==> config.mk <==
export PLATFORM = sky130hd
export DESIGN_NAME = hold_counter
export DESIGN_NICKNAME = d
export VERILOG_FILES = /design/src/rtl/simple_circuit_checker_hold_counter.sv
export SDC_FILE = /design/constraint.sdc
export NUM_CORES = 1
export LEC_CHECK = 0
export BUFFER_PORTS_ARGS = -buffer_cell sky130_fd_sc_hd__clkbuf_2
export CAP_MARGIN = 25
export CORE_AREA = 3 3 40 42
export DETAILED_ROUTE_END_ITERATION = 8
export DIE_AREA = 0 0 43 45
export GPL_TIMING_DRIVEN = 1
export PLACE_DENSITY_LB_ADDON = 0.12
export SLEW_MARGIN = 20
export SYNTH_ARGS = -nofsm -noshare
export SYNTH_HDL_FRONTEND = slang
export SYNTH_SLANG_ARGS = --single-unit
==> constraint.sdc <==
create_clock -name clk -period 1.2 [get_ports clk]
set_input_delay 0.12 -clock clk [delete_from_list [all_inputs] [get_ports clk]]
set_output_delay 0.12 -clock clk [all_outputs]
set_load 0.03 [all_outputs]
==> src/rtl/simple_circuit_checker_hold_counter.sv <==
// Per-vector hold timer: counts while enabled, flags the last cycle of a hold.
module hold_counter #(
   parameter int HOLD_CYCLES = 20
) (
   input  logic clk,
   input  logic rst_n,
   input  logic clr_i,
   input  logic en_i,
   output logic tc_o
);

   localparam logic [7:0] TC_VAL = 8'(HOLD_CYCLES - 1);

   logic [7:0] cnt_q;
   logic [7:0] cnt_d;

   always_comb begin
      cnt_d = cnt_q;
      if (clr_i) begin
         cnt_d = 8'd0;
      end else if (en_i) begin
         cnt_d = cnt_q + 8'd1;
      end
   end

   always_ff @(posedge clk) begin
      if (!rst_n) begin
         cnt_q <= 8'd0;
      end else begin
         cnt_q <= cnt_d;
      end
   end

   assign tc_o = (cnt_q == TC_VAL);

endmodule

==> insert_results.sql, run 1 <==
INSERT INTO impl_metrics (metric_group, metric, value, unit) VALUES
('run_status', 'status', 'finished, violations left', ''),
('run_status', 'failed_checks', 'setup timing', ''),
('clock_network', 'postCtsHoldBufs', '0', ''),
('critical_path', 'critPathKind', 'register to primary output', ''),
('power', 'ir_drop', '0.766', 'mV'),
('sta', 'setup-violations-final', '3', ''),
('critical_path', 'r2r-end', 'cnt_q[6]$_SDFFE_PP0P_', ''),
('synthesis', 'synth.cells.most_frequent', 'sky130_fd_sc_hd__dfxtp_1 (8), sky130_fd_sc_hd__nor2_1 (6), sky130_fd_sc_hd__nand2_1 (4), sky130_fd_sc_hd__xor2_1 (3)', ''),
('synthesis', 'net_count_after_synthesis', '47', ''),
('detailed_routing', 'viasPerCell', '4.89', ''),
('synthesis', 'synthesis.area', '373', 'um^2'),
('critical_path', 'worst_path_required', '1.08', 'ns'),
('placed_design', 'gpl.final_weighted_congestion', '0.683', ''),
('sta', 'rsz0062_at_grt', 'yes', ''),
('detailed_routing', 'via_count', '342', ''),
('clock_network', 'clk_transition_reported_paths', '0.05', 'ns'),
('synthesis', 'xor_xnor_fraction_of_synth_area', '0.0940', ''),
('sta', 'drv_slew', '0', ''),
('global_routing', 'grt_usage', '0.104', ''),
('detailed_routing', 'dr.first_iter.drc_count', '1', ''),
('synthesis', 'share_of_flip_flops_with_an_asynchronous_set_or_reset', '0', ''),
('layout', 'areaGrowthSynthToFinish', '48.7', '%'),
('layout', 'final_design_area_no_fill', '554', 'um^2'),
('critical_path', 'arrival_time_reported_for_the_critical_path_endpoint', '1.26', 'ns'),
('min_path', 'holdPathStages', '4', ''),
('synthesis', 'yosys.area.top_type_share', '0.430', ''),
('synthesis', 'post_synth_inst_count', '41', ''),
('clock_network', 'cts-htree-levels', '1', ''),
('clock_network', 'clkLatencyLatePin', '0.25', 'ns'),
('clock_network', 'ctsLongestPathBuffers', '2', ''),
('global_routing', 'grt.overflow.total', '0', ''),
('layout', 'biggestRegsByFlops', 'cnt_q (8)', ''),
('synthesis', 'synth_compound_gate_area_share', '0.0738', ''),
('synthesis', 'muxShareOfSynthArea', '0.0268', ''),
('critical_path', 'startpoint', 'cnt_q[1]$_SDFFE_PP0P_', ''),
('synthesis', 'ys.flop_type', 'sky130_fd_sc_hd__dfxtp_1', ''),
('synthesis', 'synthesis.yosys.warnings', '0', ''),
('layout', 'num_antenna_cells', '0', ''),
('placed_design', 'port_buffers', '4', ''),
('critical_path', 'regToRegStartpoint', 'cnt_q[0]$_SDFFE_PP0P_', ''),
('synthesis', 'number_of_register_bits_inferred_by_synthesis', '8', ''),
('clock_network', 'cts_tree', 'yes', ''),
('synthesis', 'yosys.area_share.adder', '0.0671', ''),
('synthesis', 'synthDominantAreaCellType', 'sky130_fd_sc_hd__dfxtp_1', ''),
('critical_path', 'crit_fanout', '2', ''),
('detailed_routing', 'routedWlPerCell', '12.3', 'um'),
('floorplan', 'die_width', '43', 'um'),
('sta', 'max_freq', '725', 'MHz'),
('sta', 'final_critical_path_setup_slack', '-0.179', 'ns'),
('layout', 'fin_nets', '63', ''),
('clock_network', 'clk_root_buffer_cell', 'sky130_fd_sc_hd__clkbuf_4', ''),
('critical_path', 'cp-endpoint', 'tc_o', ''),
('global_routing', 'grt_max_degree', '8', ''),
('detailed_routing', 'route.detailed.drc', '0', ''),
('critical_path', 'critPathLaunchType', 'register', ''),
('layout', 'post_route_cells_drive_above_1_share', '0.400', ''),
('clock_network', 'cts_made_buffers', '3', ''),
('layout', 'registers.top_by_ff_count', 'cnt_q', ''),
('min_path', 'hold_path_startpoint', 'clr_i', ''),
('sta', 'post-route-period-util', '1.15', ''),
('critical_path', 'regToRegSetupSlack', '-0.08', 'ns'),
('sta', 'tns', '-0.282', 'ns'),
('layout', 'number_of_flip_flops_in_the_largest_register', '8', ''),
('floorplan', 'fp.dieH', '45', 'um'),
('power', 'leakage', '0.224', 'nW'),
('synthesis', 'per_instance_average_area_after_synthesis', '9.09', 'um^2'),
('global_routing', 'grt_first_pass_wirelength', '1370', 'um'),
('synthesis', 'combinational_family_with_the_most_area_after_synthesis', 'simple AND/OR/NAND/NOR gates', ''),
('clock_network', 'numClockSinks', '8', ''),
('floorplan', 'io_pins', '5', ''),
('global_routing', 'antenna_found_initial', '0', '');
==> metal layers <==
layer | share of wire | routed length, um | GRT usage
met5 | 0 | 0 | 0
met1 | 0.44 | 382 | 0.114
met2 | 0.49 | 424 | 0.153
met4 | 0.037 | 32 | 0.108
met3 | 0.028 | 24 | 0.0359
==> cells in the final DEF (no fill, tap or decap) <==
| cell type | count |
|---|---|
| sky130_fd_sc_hd__buf_6 | 2 |
| sky130_fd_sc_hd__clkbuf_2 | 3 |
| sky130_fd_sc_hd__nor4b_4 | 1 |
| sky130_fd_sc_hd__and3_1 | 1 |
| sky130_fd_sc_hd__o21ai_1 | 2 |
| sky130_fd_sc_hd__clkbuf_8 | 1 |
| sky130_fd_sc_hd__ha_4 | 2 |
| sky130_fd_sc_hd__nor2b_1 | 1 |
| sky130_fd_sc_hd__dfxtp_2 | 1 |
| sky130_fd_sc_hd__nand4_2 | 1 |
| sky130_fd_sc_hd__buf_4 | 6 |
| sky130_fd_sc_hd__mux2i_1 | 1 |
| sky130_fd_sc_hd__xor2_1 | 3 |
| sky130_fd_sc_hd__xnor2_1 | 1 |
| sky130_fd_sc_hd__or3_1 | 2 |
| sky130_fd_sc_hd__nand2b_1 | 1 |
| sky130_fd_sc_hd__dfxtp_4 | 2 |
| sky130_fd_sc_hd__or4_1 | 1 |
| sky130_fd_sc_hd__nand2_1 | 4 |
| sky130_fd_sc_hd__a21oi_1 | 2 |
| sky130_fd_sc_hd__o211ai_1 | 1 |
| sky130_fd_sc_hd__nand4_1 | 2 |
| sky130_fd_sc_hd__nor2_1 | 6 |
| sky130_fd_sc_hd__dfxtp_1 | 5 |
| sky130_fd_sc_hd__clkbuf_4 | 3 |
==> cell type report <==
cell class                 instances  area (um^2)  area share
clock buffer                       3         22.5      0.0406
tap                               15         18.8      0.0339
timing repair buffer              12         96.3       0.174
multi-input combinational         32          248       0.447
sequential                         8          169       0.305
==> critical path, cell delays in order, from the launching register on <==
cell and delay, ns:
sky130_fd_sc_hd__dfxtp_4 0.36, sky130_fd_sc_hd__ha_4 0.13, sky130_fd_sc_hd__nor4b_4 0.17, sky130_fd_sc_hd__and3_1 0.19, sky130_fd_sc_hd__clkbuf_8 0.15
==> cell families (layout without fill, tap and decap cells) <==
kind of cell    after synthesis  count (layout)
simple gates                 20              20
flops                         8               8
compound gates                5               5
xor+xnor                      4               4
fa+ha+maj                     2               2
mux                           1               1
buf+inv                       1              15
==> worst min path at each step <==
stage / end / slack (ns)
after global placement: cnt_q[7]$_SDFFE_PP0P_ / 0.40
after CTS: cnt_q[7]$_SDFFE_PP0P_ / 0.16
final: cnt_q[7]$_SDFFE_PP0P_ / 0.16
after global routing: cnt_q[7]$_SDFFE_PP0P_ / 0.20
after floorplan: cnt_q[0]$_SDFFE_PP0P_ / 0.27
after detailed placement: cnt_q[7]$_SDFFE_PP0P_ / 0.44
==> repair_timing <==
item / CTS / global route
resized for setup: 9 / 6
pin swaps: 4 / 3
buffers inserted: 3 / 1
hold endpoints to repair: 0 / 0
endpoints found under the setup margin: 2 / 5
==> where the power goes <==
part	internal [mW]	switching, mW	total (mW)	leakage, nW
logic	0.0214	0.0168	0.0382	0.143
registers	0.266	0.00307	0.269	0.0666
clock network	0.114	0.0914	0.206	0.0138
==> metrics by stage <==
stage | cells | hold WS, ns | setup WS (ns) | utilization | power, mW
2_1_floorplan | 41 | 0.267 | 0.0181 | - | 0.290
3_3_place_gp | 63 | 0.402 | -0.0480 | 0.341 | 0.303
3_5_place_dp | 63 | 0.437 | -0.0808 | 0.341 | 0.305
4_1_cts | 69 | 0.163 | -0.170 | 0.406 | 0.518
5_1_grt | 70 | 0.201 | -0.247 | 0.431 | 0.537
6_report | 70 | 0.160 | -0.179 | 0.431 | 0.513
Power figures use the tool's default switching activity.
==> inputs of run 2 (changes only) <==
SETUP_SLACK_MARGIN = 0.1   (was not set)
==> run 2 against run 1 <==
Effect of this change:
- the run still ends with setup timing left
- clock-buffer cell count unchanged
- design area decreased by 2.9%
- clock skew increased by 0.00096 ns
- sequential power about the same
- routed wire length decreased by 12%
- maximum frequency increased by 1.5%
- power decreased by 0.67%
==> insert_results.sql, run 2 (synthesis results as in run 1) <==
INSERT INTO impl_metrics (metric_group, metric, value, unit) VALUES
('run_status', 'status', 'finished, violations left', ''),
('run_status', 'failed_checks', 'setup timing', ''),
('layout', 'layout_commonest_cell', 'sky130_fd_sc_hd__nor2_1', ''),
('sta', 'post-route-period-util', '1.13', ''),
('detailed_routing', 'wl_met2', '384', 'um'),
('placed_design', 'port_buffers', '4', ''),
('global_routing', 'grt_usage', '0.106', ''),
('detailed_routing', 'routedWlPerCell', '11.3', 'um'),
('layout', 'multiInputGateArea', '265', 'um^2'),
('critical_path', 'cp_slowest_cell', 'sky130_fd_sc_hd__dfxtp_2', ''),
('detailed_routing', 'drt_wl_total', '759', 'um'),
('clock_network', 'clk_root_buffer_cell', 'sky130_fd_sc_hd__clkbuf_4', ''),
('critical_path', 'startpoint', 'cnt_q[1]$_SDFFE_PP0P_', ''),
('critical_path', 'timing.critical_path.to_type', 'primary output', ''),
('sta', 'timing.max_slew.rel_slack', '0.851', ''),
('floorplan', 'die_width', '43', 'um'),
('critical_path', 'timing.critical_path.cells', 'ha_4 > nor4b_4 > and3_4 > buf_8', ''),
('power', 'ir_drop', '0.505', 'mV'),
('sta', 'period_needed', '1.36', 'ns'),
('critical_path', 'arrival_time_reported_for_the_critical_path_endpoint', '1.24', 'ns'),
('sta', 'fin_worst_hold_slack', '0.150', 'ns'),
('layout', 'layoutNonFillerInstCount', '67', ''),
('floorplan', 'fp.dieArea', '1940', 'um^2'),
('layout', 'mostFrequentLayoutCells', 'sky130_fd_sc_hd__nor2_1 (6), sky130_fd_sc_hd__dfxtp_1 (5), sky130_fd_sc_hd__buf_4 (5), sky130_fd_sc_hd__nand2_1 (4)', ''),
('sta', 'setup-violations-final', '3', ''),
('critical_path', 'critPathLaunchType', 'register', ''),
('critical_path', 'r2r-end', 'cnt_q[6]$_SDFFE_PP0P_', ''),
('critical_path', 'regToRegSetupSlack', '-0.07', 'ns'),
('sta', 'tns', '-0.266', 'ns'),
('layout', 'registers.top_by_ff_count', 'cnt_q', ''),
('placed_design', 'placed_cells', '62', ''),
('clock_network', 'clkLatencyLatePin', '0.25', 'ns'),
('floorplan', 'initial_utilization', '0.290', ''),
('clock_network', 'clk_transition_reported_paths', '0.05', 'ns'),
('global_routing', 'grt.overflow.total', '0', ''),
('detailed_routing', 'wirelength_met1', '312', 'um'),
('clock_network', 'numClockSinks', '8', ''),
('detailed_routing', 'met3_wirelength', '29', 'um'),
('detailed_routing', 'via_count', '323', ''),
('sta', 'final_critical_path_setup_slack', '-0.158', 'ns'),
('sta', 'final.setup_skew', '0.00186', 'ns'),
('layout', 'biggestRegsByFlops', 'cnt_q (8)', ''),
('job', 'timing.max_cap.violations', '0', ''),
('sta', 'rsz0062_at_grt', 'yes', ''),
('critical_path', 'reg2regPathDepth', '6', ''),
('sta', 'max_freq', '736', 'MHz'),
('placed_design', 'placed_area', '434', 'um^2'),
('power', 'power-per-cell-area', '946', 'nW/um^2'),
('sta', 'hold_viol_final', '0', ''),
('clock_network', 'ctsLongestPathBuffers', '2', ''),
('layout', 'post_route_cells_drive_above_1_share', '0.404', ''),
('min_path', 'min_path_type', 'input pin to register', ''),
('detailed_routing', 'highest-signal-layer', 'met4', ''),
('power', 'leakage', '0.197', 'nW'),
('critical_path', 'worstPathBufferInverterCount', '1', ''),
('critical_path', 'cpLargestDelayFamily', 'simple AND/OR/NAND/NOR gates', ''),
('floorplan', 'standard_cell_rows', '13', ''),
('detailed_routing', 'route.detailed.drc', '0', ''),
('clock_network', 'cts-htree-levels', '1', ''),
('detailed_routing', 'dr.first_iter.drc_count', '0', ''),
('global_routing', 'grt_max_degree', '8', ''),
('critical_path', 'worst_path_required', '1.08', 'ns'),
('critical_path', 'regToRegStartpoint', 'cnt_q[1]$_SDFFE_PP0P_', ''),
('global_routing', 'grt_first_pass_wirelength', '1410', 'um'),
('floorplan', 'fp.coreArea', '1280', 'um^2'),
('layout', 'final_design_area_no_fill', '538', 'um^2'),
('critical_path', 'critPathKind', 'register to primary output', ''),
('clock_network', 'cts_made_buffers', '3', ''),
('detailed_routing', 'drt_pass1_iterations', '1', ''),
('detailed_routing', 'antenna_left', '0', ''),
('layout', 'layout.area.seq', '164', 'um^2'),
('floorplan', 'io_pins', '5', ''),
('layout', 'n_fill_cell', '133', ''),
('layout', 'num_antenna_cells', '0', ''),
('placed_design', 'gpl.final_weighted_congestion', '0.670', ''),
('global_routing', 'antenna_found_initial', '0', ''),
('layout', 'fin_nets', '60', ''),
('clock_network', 'cts_tree', 'yes', ''),
('critical_path', 'crit_fanout', '2', ''),
('layout', 'areaGrowthSynthToFinish', '44.3', '%'),
('critical_path', 'cp-endpoint', 'tc_o', ''),
('global_routing', 'grt_pass1_vias', '350', ''),
('critical_path', 'max_stage_delay', '0.35', 'ns'),
('layout', 'number_of_flip_flops_in_the_largest_register', '8', ''),
('floorplan', 'fp.dieH', '45', 'um'),
('critical_path', 'cp.depth', '4', ''),
('sta', 'drv_slew', '0', ''),
('sta', 'worstMarginPinSlew', '0.221', 'ns'),
('detailed_routing', 'viasPerCell', '4.82', '');
-- run 2: cell types whose count changed in the layout (fill, tap and decap cells not counted), sizes merged --
cell	delta
buf	-2
clkbuf	-1
-- run 2: cell type report --
cell class / instances / share of cell area
Clock buffer: 3 / 0.0419
Multi-Input combinational cell: 32 / 0.493
Sequential cell: 8 / 0.305
Tap cell: 15 / 0.0349
Timing Repair Buffer: 9 / 0.126
-- run 2: worst register-to-register path, stage by stage, from the launching register on --
cell and delay, ns:
sky130_fd_sc_hd__dfxtp_2 0.35, sky130_fd_sc_hd__buf_4 0.15, sky130_fd_sc_hd__ha_4 0.12, sky130_fd_sc_hd__nand4_1 0.09, sky130_fd_sc_hd__buf_4 0.16, sky130_fd_sc_hd__o21ai_0 0.22, sky130_fd_sc_hd__a21oi_2 0.08
-- run 2: routing by layer --
metal	vias up	track usage
met5	-	0
met4	0	0.127
met3	4	0.0239
met2	5	0.174
met1	148	0.102
li1	166	-
-- run 2: worst min-delay path by stage --
stage / startpoint / end / slack [ns] / depth (start not counted)
finish: clr_i / cnt_q[7]$_SDFFE_PP0P_ / 0.15 / 4
global route: clr_i / cnt_q[7]$_SDFFE_PP0P_ / 0.18 / 4
CTS: clr_i / cnt_q[7]$_SDFFE_PP0P_ / 0.14 / 4
detailed placement: clr_i / cnt_q[7]$_SDFFE_PP0P_ / 0.42 / 4
global placement: clr_i / cnt_q[7]$_SDFFE_PP0P_ / 0.40 / 4
floorplan: en_i / cnt_q[0]$_SDFFE_PP0P_ / 0.27 / 2
-- run 2: repair_timing --
action,in CTS,in global routing
gates cloned,0,0
gates resized for setup,7,5
setup buffers,2,1
hold buffers,0,0
pin swaps,2,3
endpoints found under the hold margin,0,0
setup endpoints to repair,4,6
-- run 2: power by group --
part / total (mW) / leakage [nW] / internal (mW) / switching (mW)
registers: 0.271 / 0.0660 / 0.269 / 0.00235
clock network: 0.202 / 0.0138 / 0.114 / 0.0881
logic: 0.0358 / 0.117 / 0.0180 / 0.0178
total: 0.509 / 0.197 / 0.401 / 0.108
-- run 2: metrics by stage --
step,power (mW),util,worst slack [ns]
global placement,0.303,0.338,-0.0423
CTS,0.520,0.398,-0.187
floorplan,0.290,-,0.0982
finish,0.509,0.419,-0.158
detailed placement,0.304,0.338,-0.0489
global route,0.548,0.419,-0.244
==> inputs of run 3 (changes only) <==
RECOVER_POWER = 100   (was not set)
==> run 3 against run 2 <==
Effect of this change:
- the flow still finishes with violations (setup timing)
- maximum frequency is essentially flat
- global-route usage did not move
- first-iteration DRC count unchanged
- critical endpoint unchanged
- highest routed layer unchanged
==> insert_results.sql, run 3 (synthesis results as in run 1) <==
INSERT INTO impl_metrics (metric_group, metric, value, unit) VALUES
('run_status', 'status', 'finished, violations left', ''),
('run_status', 'failed_checks', 'setup timing', ''),
('layout', 'layoutNonFillerInstCount', '67', ''),
('global_routing', 'antenna_found_initial', '0', ''),
('sta', 'timing.max_slew.rel_slack', '0.841', ''),
('clock_network', 'clk_root_buffer_cell', 'sky130_fd_sc_hd__clkbuf_4', ''),
('critical_path', 'arrival_time_reported_for_the_critical_path_endpoint', '1.24', 'ns'),
('sta', 'hold_viol_final', '0', ''),
('layout', 'layout.area.seq', '164', 'um^2'),
('sta', 'period_needed', '1.36', 'ns'),
('layout', 'registers.top_by_ff_count', 'cnt_q', ''),
('layout', 'biggestRegsByFlops', 'cnt_q (8)', ''),
('critical_path', 'max_stage_delay', '0.35', 'ns'),
('layout', 'fin_nets', '60', ''),
('detailed_routing', 'dr.first_iter.drc_count', '0', ''),
('global_routing', 'grt_usage', '0.106', ''),
('placed_design', 'place_ws', '-0.0489', 'ns'),
('critical_path', 'timing.critical_path.to_type', 'primary output', ''),
('clock_network', 'cts_made_buffers', '3', ''),
('critical_path', 'startpoint', 'cnt_q[1]$_SDFFE_PP0P_', ''),
('global_routing', 'grt.overflow.total', '0', ''),
('layout', 'n_fill_cell', '137', ''),
('critical_path', 'critPathKind', 'register to primary output', ''),
('floorplan', 'standard_cell_rows', '13', ''),
('placed_design', 'gpl.final_weighted_congestion', '0.670', ''),
('floorplan', 'initial_utilization', '0.290', ''),
('critical_path', 'crit_fanout', '2', ''),
('sta', 'post-route-period-util', '1.13', ''),
('layout', 'number_of_flip_flops_in_the_largest_register', '8', ''),
('layout', 'post_route_cells_drive_above_1_share', '0.365', ''),
('job', 'timing.max_cap.violations', '0', ''),
('floorplan', 'fp.dieH', '45', 'um'),
('placed_design', 'port_buffers', '4', ''),
('floorplan', 'fp.coreArea', '1280', 'um^2'),
('clock_network', 'cts_tree', 'yes', ''),
('clock_network', 'postCtsHoldBufs', '0', ''),
('power', 'power-per-cell-area', '990', 'nW/um^2'),
('floorplan', 'fp.dieArea', '1940', 'um^2'),
('global_routing', 'grt_max_degree', '8', ''),
('clock_network', 'clkLatencyLatePin', '0.25', 'ns'),
('detailed_routing', 'route.detailed.drc', '0', ''),
('clock_network', 'cts-htree-levels', '1', ''),
('critical_path', 'cpLargestDelayFamily', 'simple AND/OR/NAND/NOR gates', ''),
('layout', 'multiInputGateArea', '238', 'um^2'),
('critical_path', 'critPathLaunchType', 'register', ''),
('sta', 'final_critical_path_setup_slack', '-0.158', 'ns'),
('sta', 'setup-violations-final', '4', ''),
('sta', 'final.setup_skew', '0.00186', 'ns'),
('critical_path', 'timing.critical_path.cells', 'ha_4 > nor4b_4 > and3_4 > buf_8', ''),
('floorplan', 'die_width', '43', 'um'),
('layout', 'areaGrowthSynthToFinish', '36.9', '%'),
('detailed_routing', 'via_count', '323', ''),
('floorplan', 'io_pins', '5', ''),
('global_routing', 'grt_first_pass_wirelength', '1410', 'um'),
('detailed_routing', 'viasPerCell', '4.82', ''),
('detailed_routing', 'routedWlPerCell', '11.5', 'um'),
('placed_design', 'placed_cells', '62', ''),
('clock_network', 'ctsLongestPathBuffers', '2', ''),
('detailed_routing', 'antenna_left', '0', ''),
('layout', 'layout_commonest_cell', 'sky130_fd_sc_hd__nor2_1', ''),
('critical_path', 'cp_slowest_cell', 'sky130_fd_sc_hd__dfxtp_2', ''),
('power', 'ir_drop', '0.503', 'mV'),
('detailed_routing', 'drt_pass1_iterations', '1', ''),
('clock_network', 'numClockSinks', '8', ''),
('clock_network', 'clk_transition_reported_paths', '0.05', 'ns'),
('sta', 'worstMarginPinSlew', '0.238', 'ns'),
('layout', 'num_antenna_cells', '0', ''),
('layout', 'mostFrequentLayoutCells', 'sky130_fd_sc_hd__nor2_1 (6), sky130_fd_sc_hd__dfxtp_1 (5), sky130_fd_sc_hd__buf_4 (5), sky130_fd_sc_hd__nand2_1 (4)', ''),
('sta', 'tns', '-0.470', 'ns'),
('critical_path', 'regToRegStartpoint', 'cnt_q[1]$_SDFFE_PP0P_', ''),
('sta', 'max_freq', '736', 'MHz'),
('global_routing', 'grt_pass1_vias', '350', ''),
('sta', 'fin_worst_hold_slack', '0.150', 'ns'),
('critical_path', 'worst_path_required', '1.08', 'ns'),
('min_path', 'min_path_type', 'input pin to register', ''),
('sta', 'rsz0062_at_grt', 'yes', ''),
('min_path', 'hold_path_startpoint', 'clr_i', ''),
('detailed_routing', 'drt_wl_total', '771', 'um'),
('power', 'leakage', '0.192', 'nW'),
('sta', 'drv_slew', '0', ''),
('critical_path', 'worstPathBufferInverterCount', '1', '');
run 3: cell type report:
class,instances,share of cell area
tap,15,0.0368
timing repair buffer,9,0.132
multi-input combinational,32,0.466
sequential,8,0.321
clock buffer,3,0.0441
run 3: tightest hold or removal path: stages:
cell	delay, ns
sky130_fd_sc_hd__clkbuf_2	0.08
sky130_fd_sc_hd__nor2b_1	0.04
sky130_fd_sc_hd__o211ai_1	0.07
sky130_fd_sc_hd__nand2_1	0.05
run 3: layer usage:
| layer | vias up | wire [um] | GRT usage |
|---|---|---|---|
| met5 | - | 0 | 0 |
| met4 | 0 | 33 | 0.127 |
| met3 | 4 | 29 | 0.0239 |
| met2 | 5 | 389 | 0.174 |
| met1 | 148 | 319 | 0.102 |
| li1 | 166 | - | - |
run 3: worst paths after layout:
kind / to / slack [ns] / cells past startpoint
min reg2reg: cnt_q[7]$_SDFFE_PP0P_ / 0.50 / 2
max reg2reg: cnt_q[7]$_SDFFE_PP0P_ / -0.14 / 4
min: cnt_q[7]$_SDFFE_PP0P_ / 0.15 / 4
max: tc_o / -0.16 / 4
run 3: power breakdown:
part	switching, mW	total, mW	internal [mW]
combinational	0.0148	0.0319	0.0171
clock	0.0880	0.202	0.114
sequential	0.00235	0.271	0.269
total	0.105	0.505	0.400
run 3: stage by stage:
step                      cell area [um^2]  total power, mW   util
after detailed placement               434            0.304  0.338
final                                  510            0.505  0.397
after CTS                              512            0.520  0.398
after global placement                 434            0.303  0.338
after global routing                   510            0.544  0.397
after floorplan                        378            0.290      -
run 3: repair_timing:
| action | in CTS | in global routing |
|---|---|---|
| setup buffers | 2 | 1 |
| cloned | 0 | 0 |
| resized for setup | 7 | 5 |
| pin swaps | 2 | 3 |
| setup endpoints to repair | 4 | 6 |
